===== config.mk =====
export PLATFORM = sky130hd
export DESIGN_NAME = imem_loader
export DESIGN_NICKNAME = d
export VERILOG_FILES = /design/src/rtl/loader_pkg.sv /design/src/rtl/byte_packer.sv /design/src/rtl/imem_loader.sv
export SDC_FILE = /design/constraint.sdc
export NUM_CORES = 1
export LEC_CHECK = 0
export ABC_AREA = 0
export CAP_MARGIN = 40
export CELL_PAD_IN_SITES_DETAIL_PLACEMENT = 1
export CELL_PAD_IN_SITES_GLOBAL_PLACEMENT = 2
export CORE_UTILIZATION = 36
export CTS_BUF_LIST = sky130_fd_sc_hd__clkbuf_16
export CTS_CLUSTER_SIZE = 8
export DETAILED_ROUTE_END_ITERATION = 12
export GPL_ROUTABILITY_DRIVEN = 0
export PLACE_DENSITY_LB_ADDON = 0.1
export REMOVE_ABC_BUFFERS = 1
export SETUP_SLACK_MARGIN = 0.02
export SYNTH_ARGS = -nofsm -noshare
export SYNTH_HDL_FRONTEND = slang
export SYNTH_SLANG_ARGS = --single-unit

===== constraint.sdc =====
create_clock -name clk_i -period 5.9 [get_ports clk_i]
set_clock_uncertainty 0.05 [all_clocks]
set_input_delay 1.77 -clock clk_i [delete_from_list [all_inputs] [get_ports clk_i]]
set_output_delay 1.77 -clock clk_i [all_outputs]
set_load 0.01 [all_outputs]

===== src/rtl/loader_pkg.sv =====
// Shared types and constants for the boot-time image loader.
// Optional trailer checksum is enabled by defining LOADER_CHECKSUM_EN.
`ifndef ADDR_WIDTH
`define ADDR_WIDTH 32
`endif
`ifndef DATA_WIDTH
`define DATA_WIDTH 32
`endif

package loader_pkg;

    typedef enum logic [2:0] {
        S_LEN   = 3'd0,
        S_DATA  = 3'd1,
        S_WRITE = 3'd2,
        S_CSUM  = 3'd3,
        S_DONE  = 3'd4,
        S_ERR   = 3'd5
    } state_t;

    localparam int LOADER_LANES = 4;
    localparam int CSUM_WIDTH   = 8;

endpackage


===== src/rtl/byte_packer.sv =====
// Assembles little-endian 32-bit words from a byte stream; word is the value
// including the byte being accepted, so it is valid while word_done is high.
module byte_packer
    import loader_pkg::*;
(
    input  logic        clk,
    input  logic        clear,
    input  logic        accept,
    input  logic [7:0]  data,
    output logic [31:0] word,
    output logic        word_done
);

    logic [1:0]  lane_q;
    logic [31:0] shift_q;

    always_ff @(posedge clk) begin
        if (clear) begin
            lane_q  <= '0;
            shift_q <= '0;
        end else if (accept) begin
            lane_q  <= lane_q + 2'd1;
            shift_q <= word;
        end
    end

    // Bytes enter at the top so the first byte ends up in bits [7:0].
    assign word      = {data, shift_q[31:8]};
    assign word_done = accept && (lane_q == 2'(LOADER_LANES - 1));

endmodule


===== src/rtl/imem_loader.sv =====
// Boot loader: length header + payload words into RAM, then releases the core.
// Define LOADER_CHECKSUM_EN to require an 8-bit payload-sum trailer byte.
`ifndef ADDR_WIDTH
`define ADDR_WIDTH 32
`endif
`ifndef DATA_WIDTH
`define DATA_WIDTH 32
`endif

module imem_loader
    import loader_pkg::*;
#(
    parameter logic [31:0] BASE_ADDR = 32'h0,
    parameter logic [31:0] MAX_WORDS = 32'h80000
) (
    input  logic                   clk_i,
    input  logic                   rst_i,
    input  logic                   byte_valid_i,
    input  logic [7:0]             byte_i,
    output logic                   byte_ready_o,
    output logic                   ram_ce_o,
    output logic                   ram_we_o,
    output logic [`ADDR_WIDTH-1:0] ram_addr_o,
    output logic [`DATA_WIDTH-1:0] ram_data_o,
    output logic                   core_rst_o,
    output logic                   done_o,
    output logic                   err_o
);

`ifdef LOADER_CHECKSUM_EN
    localparam state_t END_STATE = S_CSUM;
`else
    localparam state_t END_STATE = S_DONE;
`endif

    state_t                 state_q, state_d;
    logic [31:0]            len_q;
    logic [31:0]            idx_q;
    logic [`ADDR_WIDTH-1:0] addr_q;
    logic [`DATA_WIDTH-1:0] data_q;
    logic                   ready_q, we_q, done_q, err_q;
    logic                   accept, pack_accept, word_done;
    logic [31:0]            word;
`ifdef LOADER_CHECKSUM_EN
    logic [CSUM_WIDTH-1:0]  sum_q;
`endif

    assign accept      = byte_valid_i && ready_q;
    assign pack_accept = accept && (state_q == S_LEN || state_q == S_DATA);

    byte_packer u_packer (
        .clk       (clk_i),
        .clear     (!rst_i),
        .accept    (pack_accept),
        .data      (byte_i),
        .word      (word),
        .word_done (word_done)
    );

    always_comb begin
        state_d = state_q;
        case (state_q)
            S_LEN: begin
                if (word_done) begin
                    if (word == 32'd0)          state_d = END_STATE;
                    else if (word > MAX_WORDS)  state_d = S_ERR;
                    else                        state_d = S_DATA;
                end
            end
            S_DATA:  if (word_done) state_d = S_WRITE;
            S_WRITE: state_d = (idx_q + 32'd1 == len_q) ? END_STATE : S_DATA;
`ifdef LOADER_CHECKSUM_EN
            S_CSUM:  if (accept) state_d = (byte_i == sum_q) ? S_DONE : S_ERR;
`endif
            default: state_d = state_q;
        endcase
    end

    // Status outputs are flopped from the next state so they never glitch.
    always_ff @(posedge clk_i) begin
        if (!rst_i) begin
            state_q <= S_LEN;
            len_q   <= '0;
            idx_q   <= '0;
            addr_q  <= '0;
            data_q  <= '0;
            ready_q <= 1'b0;
            we_q    <= 1'b0;
            done_q  <= 1'b0;
            err_q   <= 1'b0;
        end else begin
            state_q <= state_d;
            ready_q <= (state_d == S_LEN) || (state_d == S_DATA) || (state_d == S_CSUM);
            we_q    <= (state_d == S_WRITE);
            done_q  <= (state_d == S_DONE);
            err_q   <= (state_d == S_ERR);
            if (state_q == S_LEN && word_done) len_q <= word;
            if (state_q == S_DATA && word_done) begin
                data_q <= `DATA_WIDTH'(word);
                addr_q <= `ADDR_WIDTH'(BASE_ADDR + (idx_q << 2));
            end
            if (state_q == S_WRITE) idx_q <= idx_q + 32'd1;
        end
    end

`ifdef LOADER_CHECKSUM_EN
    always_ff @(posedge clk_i) begin
        if (!rst_i)                          sum_q <= '0;
        else if (state_q == S_DATA && accept) sum_q <= sum_q + byte_i;
    end
`endif

    assign byte_ready_o = ready_q;
    assign ram_ce_o     = we_q;
    assign ram_we_o     = we_q;
    assign ram_addr_o   = addr_q;
    assign ram_data_o   = data_q;
    assign core_rst_o   = done_q;
    assign done_o       = done_q;
    assign err_o        = err_q;

endmodule

==> impl_metrics.py <==
metrics = {
    "pwr": {
        "switching_share": 0.226,
        "power_switching_mw": 0.520,
        "p_per_area_mw_per_mm2": 260,
        "internal_power_mw": 1.78,
        "p_comb_frac": 0.025,
        "leakage_nw": 2.90,
        "power_mw": 2.30,
        "pwr-share-clk": 0.502,
        "vdd_drop_max_uv": 196,
        "p_seq_frac": 0.472,
    },
    "route": {
        "routed_wl_mm": 19.6,
        "drtAntennaViolNets": 0,
        "drc_errors": 0,
        "vias": 6123,
        "wl_per_cell_um": 16.2,
        "drtIter0Drc": 273,
        "drt_first_pass_iters": 5,
        "routed_via_density": 5.05,
    },
    "finish": {
        "nFillCells": 2365,
        "drive_above_1_share": 0.0539,
        "syn_to_final_growth_pct": 21.0,
        "layout_commonest_cell": "nand2_1",
        "diodes": 0,
        "fin_area_mm2": 0.00883,
        "fin_nets": 947,
        "mostFrequentLayoutCells": "271 x nand2_1, 159 x dfxtp_1, 128 x a21boi_0, 77 x clkdlybuf4s50_1, 46 x xnor2_1",
    },
    "logic_synthesis": {
        "synth_cell_types": 44,
        "ys_seq_elements": 159,
        "ys_warn_count": 0,
        "synthArstFlopShare": 0,
        "synthCells": 896,
        "synth-edff-count": 0,
        "dominantRegCellSynth": "dfxtp_1",
        "syn-cell-area_mm2": 0.00730,
        "synth_area_per_cell_um2": 8.15,
        "ys_seq_area_frac": 0.436,
    },
    "run": {
        "max_cap_viol_count": 0,
    },
    "global_route": {
        "grt_pass1_wl_mm": 32.7,
        "grt.total_usage": 0.202,
        "grt_max_degree": 108,
        "grt_antenna_before_repair": 0,
        "grt_pass1_vias": 6329,
        "overflow": 0,
    },
    "timing": {
        "setup_tns_ns": 0,
        "slew_headroom": 0.406,
        "rsz0062_at_grt": "false",
        "whs_ns": 0.411,
        "min_period_over_period": 0.665,
        "setup_violations": 0,
        "hold_viol_final": 0,
        "slew_viol_final": 0,
        "tightest_slew_ns": 0.892,
        "clock.fmax_mhz": 255,
        "min_period_ns": 3.92,
    },
    "setup_path": {
        "path_max_fanout": 7,
        "critPathCaptureType": "flip-flop",
        "r2r-end": "ram_ce_o$_SDFF_PN0_",
        "start_kind": "flip-flop",
        "rrSetupSlack_ns": 1.98,
        "r2r_cells": 11,
        "reg2reg_from": "idx_q[0]$_SDFFE_PN0P_",
        "path_class": "reg2reg",
        "required_ns": 6.17,
        "cp.arrival_ns": 4.19,
    },
    "floorplan": {
        "die_w_um": 144,
        "rows": 51,
        "ios": 81,
        "start_util": 0.371,
        "core_mm2": 0.0197,
        "die_h_um": 144,
        "die-area_mm2": 0.0208,
    },
    "worst_hold_path": {
        "min_path_cells": 2,
        "holdPathEnd": "ram_addr_o[19]$_SDFFE_PN0P_",
        "hp-class": "reg2reg",
        "hold_start": "ram_addr_o[19]$_SDFFE_PN0P_",
    },
    "run_status": {
        "outcome": "finished, final reports clean",
    },
    "cts": {
        "clkTransAtPathRegs_ns": 0.07,
        "clock_sinks": 159,
        "numCtsBuffers": 17,
        "h-tree-depth": 4,
        "clockBufferDepth": 2,
        "postCtsSetupBuffers": 0,
        "cts_tree": "done",
        "cts_resized": 0,
        "insertion_delay_ns": 0.43,
        "ctsHoldBuffers": 0,
        "clock-root-buffer": "clkbuf_16",
    },
    "place": {
        "io_buffer_count": 78,
        "place_area_mm2": 0.00822,
        "dp_hpwl_mm": 14.0,
    },
}
==> per-layer routing <==
| metal | global-route usage | wire length (um) | up-vias |
|---|---|---|---|
| met5 | 0 | 0 | - |
| met4 | 0.0842 | 423 | 0 |
| met3 | 0.0374 | 580 | 29 |
| met2 | 0.326 | 8900 | 111 |
| met1 | 0.265 | 9710 | 2938 |
| li1 | - | - | 3045 |
==> power groups by stage <==
| stage | clock, mW | sequential (mW) | combinational [mW] |
|---|---|---|---|
| after global placement | 0 | 1.11 | 0.0553 |
| after floorplan | 0 | 1.11 | 0.0259 |
| after global routing | 1.23 | 1.09 | 0.0635 |
| final | 1.15 | 1.09 | 0.0576 |
| after detailed placement | 0 | 1.11 | 0.0586 |
| after CTS | 1.18 | 1.09 | 0.0588 |
==> logic make-up (layout without fill, tap and decap cells) <==
| kind of cell | after synthesis | after routing | share of synthesized area |
|---|---|---|---|
| AND/OR/NAND/NOR | 427 | 427 | 0.269 |
| flip-flops | 159 | 159 | 0.436 |
| AO/OA/AOI/OAI | 158 | 158 | 0.158 |
| buffers and inverters | 76 | 126 | 0.0449 |
| XOR/XNOR | 73 | 73 | 0.0876 |
| adder cells (fa/ha/maj) | 2 | 2 | 0.00343 |
| other | 1 | 2 | 0.000514 |
==> cell usage after synthesis, types with 3 or more instances <==
cell type | instances | area, um2
or3_1 | 10 | 62.6
nor4_1 | 22 | 138
o31ai_1 | 3 | 22.5
buf_2 | 7 | 35.0
clkbuf_1 | 51 | 191
nor3_1 | 13 | 65.1
nand2b_1 | 4 | 25.0
and2_1 | 26 | 163
nand2_1 | 272 | 1020
dfxtp_1 | 159 | 3180
nand3_1 | 18 | 90.1
o21ai_0 | 14 | 70.1
buf_4 | 9 | 67.6
xnor2_1 | 46 | 403
nand4_1 | 15 | 93.8
nor2_1 | 21 | 78.8
and3_1 | 5 | 31.3
a21boi_0 | 128 | 961
nor2b_1 | 4 | 25.0
and4_1 | 3 | 26.3
inv_1 | 7 | 26.3
or4_1 | 3 | 22.5
xor2_1 | 27 | 236
a21oi_1 | 4 | 20.0
==> registers in the layout, summed over array words and instances (netlist names) <==
| register | flops |
|---|---|
| core_rst_o | 1 |
| state_q | 3 |
| ram_ce_o | 1 |
| ram_addr_o | 30 |
| err_o | 1 |
| u_packer.shift_q | 24 |
| byte_ready_o | 1 |
| u_packer.lane_q | 2 |
| len_q | 32 |
| ram_data_o | 32 |
| idx_q | 32 |
==> final cells by class <==
class                   instances  area [um2]  area share
multi-input cells             662        3790       0.430
flip-flops and latches        159        3180       0.360
clock inverters                15         183      0.0207
repair buffers                 87         887       0.100
clock buffers                  17         425      0.0482
inverters                       7        26.3     0.00298
well taps                     265         332      0.0375
==> how the worst max path moves through the flow <==
stage                                     start                     endpoint  slack, ns  cells past startpoint
final                     idx_q[0]$_SDFFE_PN0P_          ram_ce_o$_SDFF_PN0_       1.98                     11
after global placement             byte_valid_i          ram_ce_o$_SDFF_PN0_       1.46                      8
after floorplan                    byte_valid_i  ram_addr_o[10]$_SDFFE_PN0P_       1.96                      4
after CTS                 idx_q[0]$_SDFFE_PN0P_          ram_ce_o$_SDFF_PN0_       1.97                     11
after global routing      idx_q[0]$_SDFFE_PN0P_          ram_ce_o$_SDFF_PN0_       1.75                     11
after detailed placement           byte_valid_i          ram_ce_o$_SDFF_PN0_       1.78                      8
==> critical path: stages, from the launching register on <==
cell             delay [ns]
dfxtp_1                0.50
ha_1                   0.30
nand3_1                0.26
nor4_1                 0.53
clkdlybuf4s15_2        0.32
nor2b_1                0.21
xnor2_1                0.14
o221ai_1               0.13
or4_4                  0.45
nor4b_4                0.42
o31ai_1                0.20
nor4b_2                0.29
==> per-stage QoR <==
step | std cells | utilization | setup WS, ns
2_1_floorplan | 828 | - | 1.96
3_3_place_gp | 1175 | 0.414 | 1.46
3_5_place_dp | 1180 | 0.418 | 1.78
6_report | 1212 | 0.449 | 1.98
4_1_cts | 1212 | 0.449 | 1.97
5_1_grt | 1212 | 0.449 | 1.75
No activity file was read; power rests on OpenSTA's default activity.
